File: config.mk
export PLATFORM = sky130hd
export DESIGN_NAME = ysyx_25020037_ifu
export DESIGN_NICKNAME = d
export VERILOG_FILES = /design/src/rtl/ysyx_25020037_ifu_pkg.sv /design/src/rtl/ysyx_25020037_ifu.sv
export SDC_FILE = /design/constraint.sdc
export NUM_CORES = 1
export LEC_CHECK = 0
export ABC_CLOCK_PERIOD_IN_PS = 3250
export BUFFER_PORTS_ARGS = -buffer_cell sky130_fd_sc_hd__buf_4
export CELL_PAD_IN_SITES_DETAIL_PLACEMENT = 1
export CELL_PAD_IN_SITES_GLOBAL_PLACEMENT = 1
export CORE_UTILIZATION = 35
export CTS_CLUSTER_DIAMETER = 200
export DETAILED_ROUTE_END_ITERATION = 16
export HOLD_SLACK_MARGIN = 0.12
export PLACE_DENSITY = 0.79
export SETUP_SLACK_MARGIN = 0.3
export SLEW_MARGIN = 20
export SYNTH_ARGS = -nofsm -noshare
export SYNTH_HDL_FRONTEND = slang
export SYNTH_SLANG_ARGS = --single-unit
File: constraint.sdc
create_clock -name clk -period 3.25 [get_ports clk]
set_input_delay 0.1625 -clock clk [delete_from_list [all_inputs] [get_ports clk]]
set_output_delay 0.1625 -clock clk [all_outputs]
set_load 0.005 [all_outputs]
File: src/rtl/ysyx_25020037_ifu_pkg.sv
// Shared IFU configuration: bus width, FSM encodings, EBREAK word and default boot PC.
// Imported by the IFU; also consulted by the optional YSYX_25020037_IFU_ALIGN_CHK_EN check.
package ysyx_25020037_ifu_pkg;

    localparam int          FU_TO_DU_BUS_WD  = 64;
    localparam logic [31:0] EBREAK_INST      = 32'h0010_0073;
    localparam logic [31:0] DEFAULT_RESET_PC = 32'h3000_0000;

    typedef enum logic [1:0] {
        ST_BOOT = 2'd0,
        ST_AR   = 2'd1,
        ST_R    = 2'd2,
        ST_IDLE = 2'd3
    } ifu_state_e;

    function automatic logic misaligned(input logic [31:0] addr);
        return addr[1:0] != 2'b00;
    endfunction

endpackage

File: src/rtl/ysyx_25020037_ifu.sv
// Instruction fetch unit: PC register, one AXI4-Lite-style read per retired instruction, {pc, inst} to the IDU.
// Define YSYX_25020037_IFU_ALIGN_CHK_EN to turn misaligned PCs into a faulted EBREAK without a bus read.
module ysyx_25020037_ifu
    import ysyx_25020037_ifu_pkg::*;
#(
    parameter logic [31:0] RESET_PC = DEFAULT_RESET_PC
) (
    input  logic                       clk,
    input  logic                       rst,
    input  logic                       wbu_valid,
    input  logic [31:0]                next_pc,
    output logic                       arvalid,
    output logic [31:0]                araddr,
    input  logic                       arready,
    input  logic                       rvalid,
    input  logic [31:0]                rdata,
    input  logic [1:0]                 rresp,
    output logic                       rready,
    output logic                       ifu_valid,
    output logic [FU_TO_DU_BUS_WD-1:0] fu_to_du_bus,
    output logic                       fetch_fault,
    output logic [1:0]                 dbg_state
);

    // Handshake: a beat transfers on a clock edge where valid and ready are both high;
    // arvalid/araddr never change while waiting for arready, rready is high only in R.
    ifu_state_e                 state, state_nxt;
    logic [31:0]                pc, pc_nxt;
    logic [FU_TO_DU_BUS_WD-1:0] bus, bus_nxt;
    logic                       valid_q, valid_nxt;
    logic                       fault_q, fault_nxt;
    logic                       rd_err;

    assign rd_err = (rresp != 2'b00);

    always_ff @(posedge clk or posedge rst) begin
        if (rst) begin
            state <= ST_BOOT;
        end else begin
            state <= state_nxt;
        end
    end

    always_comb begin
        state_nxt = state;
        pc_nxt    = pc;
        bus_nxt   = bus;
        valid_nxt = 1'b0;
        fault_nxt = 1'b0;
        case (state)
            ST_BOOT: begin
                pc_nxt    = RESET_PC;
                state_nxt = ST_AR;
`ifdef YSYX_25020037_IFU_ALIGN_CHK_EN
                if (misaligned(RESET_PC)) begin
                    state_nxt = ST_IDLE;
                    valid_nxt = 1'b1;
                    fault_nxt = 1'b1;
                    bus_nxt   = {RESET_PC, EBREAK_INST};
                end
`endif
            end
            ST_AR: begin
                if (arready) begin
                    state_nxt = ST_R;
                end
            end
            ST_R: begin
                if (rvalid) begin
                    state_nxt = ST_IDLE;
                    valid_nxt = 1'b1;
                    fault_nxt = rd_err;
                    bus_nxt   = {pc, rd_err ? EBREAK_INST : rdata};
                end
            end
            ST_IDLE: begin
                // wbu_valid outside IDLE is a protocol violation and is dropped here.
                if (wbu_valid) begin
                    pc_nxt    = next_pc;
                    state_nxt = ST_AR;
`ifdef YSYX_25020037_IFU_ALIGN_CHK_EN
                    if (misaligned(next_pc)) begin
                        state_nxt = ST_IDLE;
                        valid_nxt = 1'b1;
                        fault_nxt = 1'b1;
                        bus_nxt   = {next_pc, EBREAK_INST};
                    end
`endif
                end
            end
            default: begin
                state_nxt = ST_BOOT;
            end
        endcase
    end

    always_ff @(posedge clk or posedge rst) begin
        if (rst) begin
            pc      <= '0;
            bus     <= '0;
            valid_q <= 1'b0;
            fault_q <= 1'b0;
        end else begin
            pc      <= pc_nxt;
            bus     <= bus_nxt;
            valid_q <= valid_nxt;
            fault_q <= fault_nxt;
        end
    end

    assign arvalid      = (state == ST_AR);
    assign araddr       = (state == ST_AR) ? pc : 32'h0;
    assign rready       = (state == ST_R);
    assign ifu_valid    = valid_q;
    assign fetch_fault  = fault_q;
    assign fu_to_du_bus = bus;
    assign dbg_state    = state;

endmodule

==> run metrics <==
hold_buf cts 67; syn_area_per_cell 11.5 um^2; final core utilization between 50% and 60%; fin worst setup slack slightly below 800 ps; Final Setup Violations 0; Layout Cells excl Fill 717; main combinational cell family by area after synthesis simple AND/OR/NAND/NOR gates; status complete, no violations; Adder-Cell Fraction of Synth Area between 1.5 and 2%; Starting DRT DRC Count roughly 120; Die X 108 um; peak supply drop approximately 0.46 mV; Resized Gates After CTS 0; TritonCTS clock tree built; sequential fraction of the synthesis area between 60 and 70%; clk buf depth 2; Routed Antenna Nets 0; input/output buffers 172; die height 108 um; wire length per cell between 15 and 20 um; CP Class reg -> reg; Clock Skews between 7 and 8 ps; Arr. time, crit path around 2800 ps; cell taking the most area after synthesis dfrtp_1; dpl cells 636; Clock Sink Count 100; Simple-Gate Fraction of Synth Area between 15 and 20%; Compound-Gate Fraction of Synth Area around 15%; Place WS 781 ps; Worst Max-Slew Pin Slew 1040 ps; total CTS buffers 9; Synth Cell Area 3910 um^2; synth unique cells 20; GRT Total Usage 24.1%; post-synth top area share a little under two thirds; vias in the first global route 3911; drt drc 0; pwr/cell area approximately 860 nW/um^2; CP endpoint kind register; Hold Violations, Final 0; clk_lat worst skew between 300 and 400 ps; GPL Wtd Cong between 0.7 and 0.8; grt met1 use between 20% and 30%; GR Layer Usage met2 around 43%; Tmin final about 2500 ps; DP HPWL 8.41 mm; largest net degree at the start of global routing 54; Max Fanout on Critical Path 28; FP Rows 38; die footprint 11600 um^2; XOR/XNOR Fraction of Synth Area 0%; Setup crit start kind register; period utilisation layout 76.2%; final slew viol count 0; Post-CTS Setup Inserts 0; grt total ovfl 0; share of cells above drive strength 1 34.3%; M3 GR Usage between 3 and 4%; Seq cells post-synth 100; Total Wirelength ~13 mm; Mapped Nets roughly 420; Initial Util 35.9%; Gate Count Post-Synth 340; reg2reg setup slack a little under 800 ps; Worst Hold Class in -> reg; TNS Setup 0 ps; Relative slew margins between 30% and 40%; RSZ-0062 raised after global routing false; CP required 3520 ps; max cap viols 0; DR pass1 iterations 4; IO Pins roughly 170; most frequent cells in the layout buf_4, dfrtp_1, nand2_1, dlygate4sd3_1, a22o_1; Placed Area between 5000 and 6000 um^2; Layout area overhead 59.3%; Max Clk Rate between 400 and 500 MHz; commonest non-fill, non-tap cell in the layout buf_4; core area ~11000 um^2; mux cell area share after synthesis 0.543%; Yosys Warn Count 0; root buffer cell clkbuf_8; post-route cell area 6230 um^2; vias per std cell approximately 4.9; Synth area leaders dfrtp_1, a22o_1, nand2_1, and2_1, ha_1; H-tree Lvls 3; via count about 3500; fin nets 650; clk slew on worst S/H paths 90 ps; Antenna Cells 0; leakage between 3 and 4 nW; global-route wire length before repair 21.0 mm; most used routing layer met2; initial antenna violation count 0
-- registers in the layout (all words and copies together) (netlist names) --
| register | count |
|---|---|
| dbg_state | 2 |
| fetch_fault | 1 |
| fu_to_du_bus | 64 |
| ifu_valid | 1 |
| pc | 32 |
-- critical path, cell delays in order (launching register included) --
cell,delay (ps)
dfrtp_1,440
inv_1,130
ha_1,230
nand2_2,350
nor3_4,930
a22o_1,300
-- kinds of logic (layout without fill, tap and decap cells) --
logic type      Yosys count  in the layout
mux                       2              2
compound gates           68             68
fa+ha+maj                 5              5
flops                   100            100
simple gates            133            133
buf+inv                  32            269
-- per-stage QoR --
| stage | total power [mW] | hold slack, ps |
|---|---|---|
| 3_3_place_gp | 4.21 | 305 |
| 6_report | 5.34 | 150 |
| 5_1_grt | 5.70 | 161 |
| 3_5_place_dp | 4.33 | 314 |
| 4_1_cts | 5.35 | 134 |
| 2_1_floorplan | 3.08 | 289 |
-- layout make-up --
type	count	area, um^2
fill	1161	4650
sequential	100	2500
timing repair buffer	245	2010
multi-input combinational	208	1270
tap	140	175
clock buffer	10	138
clock inverter	4	98.8
inverter	10	40.0
-- synthesized netlist by cell type (all sizes together) --
cell / n
dfrtp: 100
nand2: 95
a22o: 56
and2: 33
buf: 11
clkbuf: 11
inv: 10
o22a: 6
ha: 5
nor2: 4
a21oi: 3
o21ai: 2
a222oi: 1
mux2: 1
mux2i: 1
nor3: 1
-- final timing paths --
path,from,to,depth (start not counted)
worst max-delay path,dbg_state[0],fu_to_du_bus[22],5
worst min-delay path,wbu_valid,pc[28],4
worst max register to register,dbg_state[0],fu_to_du_bus[22],5
worst min register to register,fu_to_du_bus[54],fu_to_du_bus[54],2
max in group asynchronous,rst,fu_to_du_bus[50],4
min in group asynchronous,rst,fu_to_du_bus[25],3
-- power breakdown --
part	internal [mW]	switching, mW	leakage (nW)
registers	1.80	0.403	1.28
clock network	0.526	0.418	0.118
logic	1.22	0.972	1.89
-- per-layer routing --
layer	wire, um	up-vias	share of wire (%)
li1	-	1603	-
met1	5170	1767	39
met5	0	-	0
met4	495	0	3.8
met3	475	31	3.6
met2	6990	111	53
Power figures use the tool's default switching activity.
